### config.mk
export PLATFORM = sky130hd
export DESIGN_NAME = sd_crc_lane_engine_flat
export DESIGN_NICKNAME = d
export VERILOG_FILES = /design/src/rtl/sd_crc_pkg.sv /design/src/rtl/sd_crc_lane_engine_if.sv /design/src/rtl/sd_crc_lane.sv /design/src/rtl/sd_crc_lane_engine.sv /design/src/flat_wrapper.sv
export SDC_FILE = /design/constraint.sdc
export NUM_CORES = 1
export LEC_CHECK = 0
export CORE_MARGIN = 10
export CORE_UTILIZATION = 51
export DETAILED_ROUTE_END_ITERATION = 16
export GPL_TIMING_DRIVEN = 0
export PLACE_DENSITY_LB_ADDON = 0.05
export SLEW_MARGIN = 20
export SYNTH_ARGS = -nofsm -noshare
export SYNTH_HDL_FRONTEND = slang
export SYNTH_HIERARCHICAL = 1
export SYNTH_SLANG_ARGS = --single-unit
### constraint.sdc
create_clock -name clk -period 2.21 [get_ports clk]
set_input_delay 0.3315 -clock clk [delete_from_list [all_inputs] [get_ports clk]]
set_output_delay 0.3315 -clock clk [all_outputs]
set_load 0.1 [all_outputs]
### src/rtl/sd_crc_pkg.sv
// Shared constants and FSM state type for the SD bit-serial CRC engine.
package sd_crc_pkg;
  localparam logic [6:0]  CRC7_POLY  = 7'h09;
  localparam logic [15:0] CRC16_POLY = 16'h1021;

  typedef enum logic [1:0] {IDLE, PAYLOAD, CRC, DONE} state_e;
endpackage

### src/rtl/sd_crc_lane_engine_if.sv
// Frame control, serial bit handshakes and status for sd_crc_lane_engine.
interface sd_crc_lane_engine_if #(
  parameter int LANES = 1,
  parameter int LEN_W = 16
);
  logic             start;
  logic             mode;
  logic [LEN_W-1:0] len;
  logic             in_valid;
  logic             in_ready;
  logic [LANES-1:0] in_bits;
  logic             out_valid;
  logic             out_ready;
  logic [LANES-1:0] out_bits;
  logic             out_last;
  logic             busy;
  logic             done;
  logic             crc_ok;
  logic [LANES-1:0] crc_err_mask;

  modport master (
    output start, mode, len, in_valid, in_bits, out_ready,
    input  in_ready, out_valid, out_bits, out_last, busy, done, crc_ok, crc_err_mask
  );

  modport slave (
    input  start, mode, len, in_valid, in_bits, out_ready,
    output in_ready, out_valid, out_bits, out_last, busy, done, crc_ok, crc_err_mask
  );
endinterface

### src/rtl/sd_crc_lane.sv
// One serial CRC register: clear to zero, update with a data bit, or shift the MSB out.
// Latency: register updates on the edge after a control pulse; msb is a direct register tap.
// Backpressure: none here; the caller only pulses update/shift on accepted beats.
module sd_crc_lane
  import sd_crc_pkg::*;
#(
  parameter int               CRC_W = 7,
  parameter logic [CRC_W-1:0] POLY  = CRC7_POLY
) (
  input  logic clk,
  input  logic reset,
  input  logic clear,
  input  logic update,
  input  logic shift,
  input  logic din,
  output logic msb
);
  logic [CRC_W-1:0] crc_q;
  logic             fb;

  assign fb  = din ^ crc_q[CRC_W-1];
  assign msb = crc_q[CRC_W-1];

  always_ff @(posedge clk) begin
    if (reset || clear) begin
      crc_q <= '0;
    end else if (update) begin
      crc_q <= {crc_q[CRC_W-2:0], 1'b0} ^ (fb ? POLY : '0);
    end else if (shift) begin
      crc_q <= {crc_q[CRC_W-2:0], 1'b0};
    end
  end
endmodule

### src/rtl/sd_crc_lane_engine.sv
// Bit-serial CRC7/CRC16 over LANES lanes: generate (pass-through + append) or check; check mode needs SD_CRC_CHECK_EN.
// Latency: payload passes through combinationally; first CRC beat follows the last payload transfer by one cycle.
// Backpressure: generate mode stalls on in_valid/out_ready; check mode is always ready; stalls freeze counter and CRCs.
module sd_crc_lane_engine
  import sd_crc_pkg::*;
#(
  parameter int               CRC_W = 7,
  parameter logic [CRC_W-1:0] POLY  = CRC7_POLY,
  parameter int               LANES = 1,
  parameter int               LEN_W = 16
) (
  input logic                 clk,
  input logic                 reset,
  sd_crc_lane_engine_if.slave bus
);
  state_e           state_q, state_d;
  logic [LEN_W-1:0] len_q, cnt_q, cnt_d;
  logic [LANES-1:0] msb;
  logic             chk, beat, crc_last;
  logic             lane_clr, lane_upd, lane_shf;
  logic             in_ready, out_valid, out_last, done;
  logic [LANES-1:0] out_bits;

  assign lane_clr = (state_q == IDLE) && bus.start;
  assign lane_upd = (state_q == PAYLOAD) && beat;
  assign lane_shf = (state_q == CRC) && beat;
  assign crc_last = (cnt_q == LEN_W'(CRC_W - 1));

`ifdef SD_CRC_CHECK_EN
  logic             mode_q, ok_q;
  logic [LANES-1:0] err_q, err_d;

  assign chk = mode_q;

  always_comb begin
    err_d = err_q;
    if (lane_clr) begin
      err_d = '0;
    end else if (lane_shf && chk) begin
      err_d = err_q | (bus.in_bits ^ msb);
    end
  end

  // crc_ok is resolved on the edge into DONE so it lands together with done.
  always_ff @(posedge clk) begin
    if (reset) begin
      mode_q <= 1'b0;
      err_q  <= '0;
      ok_q   <= 1'b1;
    end else begin
      err_q <= err_d;
      if (lane_clr) begin
        mode_q <= bus.mode;
        ok_q   <= 1'b1;
      end else if (state_q == CRC && state_d == DONE) begin
        ok_q <= ~|err_d;
      end
    end
  end

  assign bus.crc_err_mask = err_q;
  assign bus.crc_ok       = ok_q;
`else
  assign chk              = 1'b0;
  assign bus.crc_err_mask = '0;
  assign bus.crc_ok       = 1'b1;
`endif

  always_comb begin
    state_d   = state_q;
    cnt_d     = cnt_q;
    beat      = 1'b0;
    in_ready  = 1'b0;
    out_valid = 1'b0;
    out_bits  = '0;
    out_last  = 1'b0;
    done      = 1'b0;
    case (state_q)
      IDLE: begin
        if (bus.start) begin
          cnt_d   = '0;
          state_d = (bus.len == '0) ? CRC : PAYLOAD;
        end
      end
      PAYLOAD: begin
        if (chk) begin
          in_ready = 1'b1;
          beat     = bus.in_valid;
        end else begin
          in_ready  = bus.out_ready;
          out_valid = bus.in_valid;
          out_bits  = bus.in_bits;
          beat      = bus.in_valid & bus.out_ready;
        end
        if (beat) begin
          if (cnt_q == len_q - LEN_W'(1)) begin
            cnt_d   = '0;
            state_d = CRC;
          end else begin
            cnt_d = cnt_q + LEN_W'(1);
          end
        end
      end
      CRC: begin
        if (chk) begin
          in_ready = 1'b1;
          beat     = bus.in_valid;
        end else begin
          out_valid = 1'b1;
          out_bits  = msb;
          out_last  = crc_last;
          beat      = bus.out_ready;
        end
        if (beat) begin
          if (crc_last) begin
            cnt_d   = '0;
            state_d = DONE;
          end else begin
            cnt_d = cnt_q + LEN_W'(1);
          end
        end
      end
      DONE: begin
        done    = 1'b1;
        state_d = IDLE;
      end
      default: state_d = IDLE;
    endcase
  end

  always_ff @(posedge clk) begin
    if (reset) begin
      state_q <= IDLE;
      cnt_q   <= '0;
      len_q   <= '0;
    end else begin
      state_q <= state_d;
      cnt_q   <= cnt_d;
      if (lane_clr) begin
        len_q <= bus.len;
      end
    end
  end

  for (genvar l = 0; l < LANES; l++) begin : g_lane
    sd_crc_lane #(
      .CRC_W (CRC_W),
      .POLY  (POLY)
    ) u_lane (
      .clk    (clk),
      .reset  (reset),
      .clear  (lane_clr),
      .update (lane_upd),
      .shift  (lane_shf),
      .din    (bus.in_bits[l]),
      .msb    (msb[l])
    );
  end

  assign bus.in_ready  = in_ready;
  assign bus.out_valid = out_valid;
  assign bus.out_bits  = out_bits;
  assign bus.out_last  = out_last;
  assign bus.done      = done;
  assign bus.busy      = (state_q != IDLE);
endmodule

### src/flat_wrapper.sv
// flat-port wrapper written by rule: the top's interface ports become plain ports
module sd_crc_lane_engine_flat import sd_crc_pkg::*;
#(
  parameter int               CRC_W = 7,
  parameter logic [CRC_W-1:0] POLY  = CRC7_POLY,
  parameter int               LANES = 1,
  parameter int               LEN_W = 16
)
  (clk, reset, bus_start, bus_mode, bus_len, bus_in_valid, bus_in_bits, bus_out_ready, bus_in_ready, bus_out_valid, bus_out_bits, bus_out_last, bus_busy, bus_done, bus_crc_ok, bus_crc_err_mask);
  sd_crc_lane_engine_if #(.LANES(LANES), .LEN_W(LEN_W)) bus_i ();
  input logic clk;
  input logic reset;
  input wire logic [$bits(bus_i.start)-1:0] bus_start;
  input wire logic [$bits(bus_i.mode)-1:0] bus_mode;
  input wire logic [$bits(bus_i.len)-1:0] bus_len;
  input wire logic [$bits(bus_i.in_valid)-1:0] bus_in_valid;
  input wire logic [$bits(bus_i.in_bits)-1:0] bus_in_bits;
  input wire logic [$bits(bus_i.out_ready)-1:0] bus_out_ready;
  output wire logic [$bits(bus_i.in_ready)-1:0] bus_in_ready;
  output wire logic [$bits(bus_i.out_valid)-1:0] bus_out_valid;
  output wire logic [$bits(bus_i.out_bits)-1:0] bus_out_bits;
  output wire logic [$bits(bus_i.out_last)-1:0] bus_out_last;
  output wire logic [$bits(bus_i.busy)-1:0] bus_busy;
  output wire logic [$bits(bus_i.done)-1:0] bus_done;
  output wire logic [$bits(bus_i.crc_ok)-1:0] bus_crc_ok;
  output wire logic [$bits(bus_i.crc_err_mask)-1:0] bus_crc_err_mask;
  assign bus_i.start = bus_start;
  assign bus_i.mode = bus_mode;
  assign bus_i.len = bus_len;
  assign bus_i.in_valid = bus_in_valid;
  assign bus_i.in_bits = bus_in_bits;
  assign bus_i.out_ready = bus_out_ready;
  assign bus_in_ready = bus_i.in_ready;
  assign bus_out_valid = bus_i.out_valid;
  assign bus_out_bits = bus_i.out_bits;
  assign bus_out_last = bus_i.out_last;
  assign bus_busy = bus_i.busy;
  assign bus_done = bus_i.done;
  assign bus_crc_ok = bus_i.crc_ok;
  assign bus_crc_err_mask = bus_i.crc_err_mask;
  sd_crc_lane_engine #(.CRC_W(CRC_W), .POLY(POLY), .LANES(LANES), .LEN_W(LEN_W)) u_core (.clk(clk), .reset(reset), .bus(bus_i));
endmodule
# Word-level counts from Yosys, hierarchy flattened
# Index checks and enable logic that the tools add are counted.
[word_totals]
inputBits = 23
wordCells = 54
reg_bits = 41
out_inout_bits = 8
[op_classes]
bitwise_logic = 3
addsub = 2
n_reduce_logical = 11
n_eq_ne = 10
n_mux = 24
[op_table]
columns = ["operator", "count"]
rows = [
  ["16-bit two-way mux", 5],
  ["16-bit case mux with 3 select lines", 1],
  ["16-bit by 1-bit adder with 16-bit output (second input constant)", 1],
  ["16-bit == test", 1],
  ["16-bit by 3-bit == test with 1-bit output (second input constant)", 1],
  ["16-bit logical NOT", 1],
  ["16-bit by 1-bit subtractor with 16-bit output (second input constant)", 1],
  ["7-bit two-way mux", 2],
  ["2-bit two-way mux", 6],
  ["2-bit != test (second input constant)", 4],
  ["2-bit case mux with 4 select lines", 1],
  ["7-bit by 4-bit XOR with 7-bit output", 1],
  ["1-bit case mux with 2 select lines", 3],
  ["1-bit two-way mux", 5],
  ["5-bit AND reduction", 1],
  ["2-bit == test (second input constant)", 2],
  ["4-bit two-way mux", 1],
  ["4-bit AND reduction", 1],
  ["2-bit nonzero test", 2],
  ["1-bit logical AND", 3],
  ["3-bit nonzero test", 1],
  ["2-bit by 1-bit == test with 1-bit output (second input constant)", 1],
  ["2-bit logical NOT", 1],
  ["2-bit by 1-bit != test with 1-bit output (second input constant)", 1],
  ["3 further kinds", 3],
]

# Logic depth before layout (Yosys ltp)
[depth]
word_depth = 6
depth_mapped = 11
mapped_depth_nobuf = 9

# Cells and area by module
# Netlist, hierarchy kept.
[by_module_without_submodules]
columns = ["mod", "cells_each", "n_inst", "area_per_inst_um2", "seq_area_each_um2"]
rows = [
  ["sd_crc_lane_engine", 316, 1, 2372.3, 680.7],
  ["sd_crc_lane", 36, 1, 292.8, 140.1],
]

# Worst setup path after synthesis
# No wires, ideal clock.
[synth_path]
path_type = "reg-to-reg"
start = "reg u_core.state_q[0]"
end = "reg u_core.g_lane[0].u_lane.crc_q[3]"
required_ps = 2084
setup_time_ps = 126
path_slack_ps = -999
period_less_slack_ps = 3209
arrival_time_ps = 3083
n_path_buf = 1
path_stages_with_launch = 9
cell_sequence = "dfxtp_1 > inv_1 > ha_1 > nor2b_1 > and2_1 > clkbuf_1 > nor2_1 > a32oi_1 > nand3_1"
[synth_via]
elab_chain_len = 4
word_cells_on_any_way = 10
classes_between = "eq/ne (2); mux (2); reduce/logical (6)"
[synth_rtl]
columns = ["element", "line_no", "source"]
rows = [
  ["start, declared", "sd_crc_lane_engine.sv:16", "state_e state_q, state_d;"],
  ["start signal, assigned", "sd_crc_lane_engine.sv:137", "state_q <= state_d;"],
  ["2-bit == test / 2-bit by 1-bit == test with 1-bit output (equally long branches)", "sd_crc_lane_engine.sv:78, sd_crc_lane_engine.sv:25", ""],
  ["1-bit case mux with 2 select lines", "sd_crc_lane_engine.sv:78", "case (state_q)"],
  ["1-bit logical AND *", "sd_crc_lane_engine.sv:25", "assign lane_upd = (state_q == PAYLOAD) && beat;"],
  ["named net u_core.lane_upd", "sd_crc_lane_engine.sv:20", "logic lane_clr, lane_upd, lane_shf;"],
  ["7-bit two-way mux / 2-bit nonzero test (equally long branches)", "--", ""],
  ["end signal, assigned", "sd_crc_lane.sv:28", "crc_q <= {crc_q[CRC_W-2:0], 1'b0} ^ (fb ? POLY : '0);"],
  ["end signal, assigned", "sd_crc_lane.sv:30", "crc_q <= {crc_q[CRC_W-2:0], 1'b0};"],
  ["end, declared", "sd_crc_lane.sv:18", "logic [CRC_W-1:0] crc_q;"],
]
# Mark *: on every way through the listed nets, which the timed path passes. The rest lies on a longest branch.
# A chain may end at the register's enable or synchronous reset.

# Worst setup path after layout
[layout_path]
start = "reg u_core.len_q[1]"
end = "reg u_core.cnt_q[9]"
[layout_via]
elab_chain_len = 5
[layout_rtl]
columns = ["element", "line_no", "source"]
rows = [
  ["start, declared", "sd_crc_lane_engine.sv:17", "logic [LEN_W-1:0] len_q, cnt_q, cnt_d;"],
  ["start signal, assigned", "sd_crc_lane_engine.sv:140", "len_q <= bus.len;"],
  ["16-bit by 1-bit subtractor with 16-bit output", "sd_crc_lane_engine.sv:96", "if (cnt_q == len_q - LEN_W'(1)) begin"],
  ["16-bit == test", "sd_crc_lane_engine.sv:96", ""],
  ["16-bit two-way mux", "sd_crc_lane_engine.sv:96", ""],
  ["16-bit two-way mux", "sd_crc_lane_engine.sv:95", "if (beat) begin"],
  ["16-bit case mux with 3 select lines", "sd_crc_lane_engine.sv:78", ""],
  ["end signal, assigned", "sd_crc_lane_engine.sv:138", "cnt_q <= cnt_d;"],
  ["end, declared", "sd_crc_lane_engine.sv:17", ""],
]
# Every way passes these cells. The select of a mux whose other input is x is not followed.

==> run summary <==
Final Skew: 0.002898 ns
MaxCap Viol Count: 0
met1 wire length: 3302 µm
syn_area_per_cell: 7.571 µm²
Final Hold Fails: 0
IO Pins: 31
number of antenna violations at the first check in global routing: 0
drt total wl: 7072 µm
placed insts: 449
status: finished with violations
RSZ-0062 raised after global routing: yes
Period minus WS final: 2.522 ns
final period utilization: 114.1%
Sink Count: 41
sequential area share after synthesis: 30.80%
total grt overflow: 0
first-pass GRT wire length: 11,700 µm
highest clock rate: 396.5 MHz
TritonCTS Buffers: 5
Die ar.: 8517 µm²
fraction of registers with async set/reset: 0%
register bit total from synthesis: 41
Final Net Count: 422
Layout area overhead: 23.85%
area leader, netlist: dfxtp_1
WS Path Type: reg2reg
die width: 92.29 µm
antenna-violating nets left: 0
Core Box Area: 5075 µm²
Least-Margin Pin Slew: 0.9646 ns
Required @ worst endpoint: 2.44 ns
total number of vias: 2,683
number of H-tree levels: 2
CP Max Fanout: 4
Finished Layout Cells: 460
drt drc: 0
Synth cell types: 52
Worst-Skew Late Latency: 0.30 ns
Site Rows: 26
synthesized instance count: 352
Final GP Congestion: 0.9319
synth warn: 6
Clock Pin Slew Worst Setup and Hold Paths: 0.07 ns
DR top layer: met4
placed wire-length estimate: 5259 µm
share of cells above drive strength 1: 15.38%
largest net degree at the start of global routing: 13
Finish-stage setup viols: 18
vias per inst: 5.833
Pleak: 1.169 nW
failing checks: negative setup slack
post-place setup slack: -0.5634 ns
Filler Cells Inserted: 459
vias in the first global route: 2,392
commonest cells in the netlist: nand2_1 (56), dfxtp_1 (41), a21oi_1 (27)
First-pass DRT Iterations: 4
Root Buffer: clkbuf_8
Critical Path Source Type: register
EDFF count, synth: 0
Max IR drop VDD: 0.0007975 V
Chip Height: 92.29 µm
post-synth top area share: 30.80%
Iter 0 DRT Violations: 183
Syn Std Cell Area: 2665 µm²
GRT Total Usage: 16.44%
dominant synthesized flop cell: dfxtp_1
Max Root-Sink Buffers: 2
CP endpoint kind: register
initial core utilization: 52.51%
syn_nets: 383
Arr. time, crit path: 2.75 ns
diode count: 0
Synth area leaders: dfxtp_1 (31%), nand2_1 (7.9%), a21oi_1 (5.1%)
Pwr per Cell Area: 805.2 nW/µm²
most numerous cell in the Yosys netlist: nand2_1
# port buffers: 27
Setup WS post-layout: -0.3120 ns
slew margin rel.: 35.95%
Met2 Routed Length: 3253 µm
CTS tree: built
mean routed wirelength per cell: 15.37 µm
Pins Over Slew Limit: 0
metal3 WL: 396 µm
hold crit path type: reg2reg
## where the power goes
part	switching (mW)	internal, mW	total, mW
registers	0.0864	0.797	0.883
logic	0.794	0.520	1.31
clock network	0.252	0.208	0.460
total	1.13	1.53	2.66
## layer usage
metal	global-route usage (%)	vias up
met2	24.76	70
li1	-	1347
met4	7.712	0
met5	0	-
met1	21.87	1255
met3	3.471	11
## stage by stage
stage          util [%]  setup TNS, ns  hold WS [ns]  power [mW]  cell area (µm²)
5_1_grt           65.04         -6.583        0.4665       2.824             3301
3_5_place_dp      60.50         -10.35        0.4431       2.058             3070
6_report          65.04         -4.726        0.4502       2.658             3301
4_1_cts           63.41         -4.665        0.4520       2.569             3218
2_1_floorplan         -         -1.155        0.4285       1.789             2713
3_3_place_gp      60.50         -10.18        0.4371       2.046             3070
## area by class of cell
cell class | instances | area, µm² | area share [%]
tap | 70 | 87.58 | 2.654
clock buffer | 5 | 68.82 | 2.085
clock inverter | 1 | 5.005 | 0.1516
inverter | 14 | 57.56 | 1.744
buffer | 17 | 86.33 | 2.616
timing repair buffer | 34 | 310.3 | 9.401
multi-input combinational | 278 | 1853 | 56.14
sequential | 41 | 832.0 | 25.21
## worst max-delay path, cell delays in order, from the launching register on
cell      delay, ns
dfxtp_4        0.36
or4_4          0.57
or4b_4         0.54
a311oi_2       0.28
a221oi_4       0.06
nand4_1        0.15
or3b_1         0.35
a31oi_1        0.15
## flip-flops by register name (all words and copies together) (netlist names)
name and cells:
u_core/cnt_q 16, u_core/len_q 16, u_core/state_q 2, u_core/g_lane.u_lane/crc_q 7
## layout by cell type (no fill, tap or decap), types with 7 or more instances in the layout
| master | instances |
|---|---|
| nand3_1 | 13 |
| buf_4 | 12 |
| a21oi_1 | 27 |
| a31oi_1 | 12 |
| and3_1 | 7 |
| nand2_1 | 54 |
| xor2_1 | 12 |
| nor3_1 | 10 |
| o21ai_0 | 7 |
| o21ai_1 | 8 |
| clkbuf_1 | 9 |
| a22oi_1 | 7 |
| nor2_1 | 16 |
| inv_1 | 10 |
| clkdlybuf4s50_1 | 21 |
| dfxtp_1 | 34 |
| nand4_1 | 7 |
| xnor2_1 | 13 |
## cell families (layout without fill, tap and decap cells)
| group | after synthesis | in the layout | share of synthesized area, % |
|---|---|---|---|
| simple gates | 160 | 160 | 31.83 |
| compound gates | 82 | 82 | 19.67 |
| flops | 41 | 41 | 30.80 |
| buf+inv | 33 | 71 | 5.070 |
| xor+xnor | 25 | 25 | 8.216 |
| fa+ha+maj | 8 | 8 | 3.756 |
| other cells | 2 | 2 | 0.2818 |
| mux | 1 | 1 | 0.3756 |
## repair_timing
| action | 4_1_cts | 5_1_grt |
|---|---|---|
| setup endpoints to repair | 25 | 23 |
| gates resized for setup | 39 | 14 |
| buffers inserted | 4 | 3 |
| hold buffers | 0 | 0 |
| pin swaps | 4 | 4 |
## final timing paths
| kind | start | end | slack (ns) | cells after the start |
|---|---|---|---|---|
| hold reg to reg | u_core/g_lane[0].u_lane/crc_q[1] | u_core/g_lane[0].u_lane/crc_q[1] | 0.45 | 2 |
| setup / recovery | u_core/len_q[1] | u_core/cnt_q[9] | -0.31 | 7 |
| setup reg to reg | u_core/len_q[1] | u_core/cnt_q[9] | -0.31 | 7 |
| hold / removal | u_core/g_lane[0].u_lane/crc_q[1] | u_core/g_lane[0].u_lane/crc_q[1] | 0.45 | 2 |
Power figures use the tool's default switching activity.
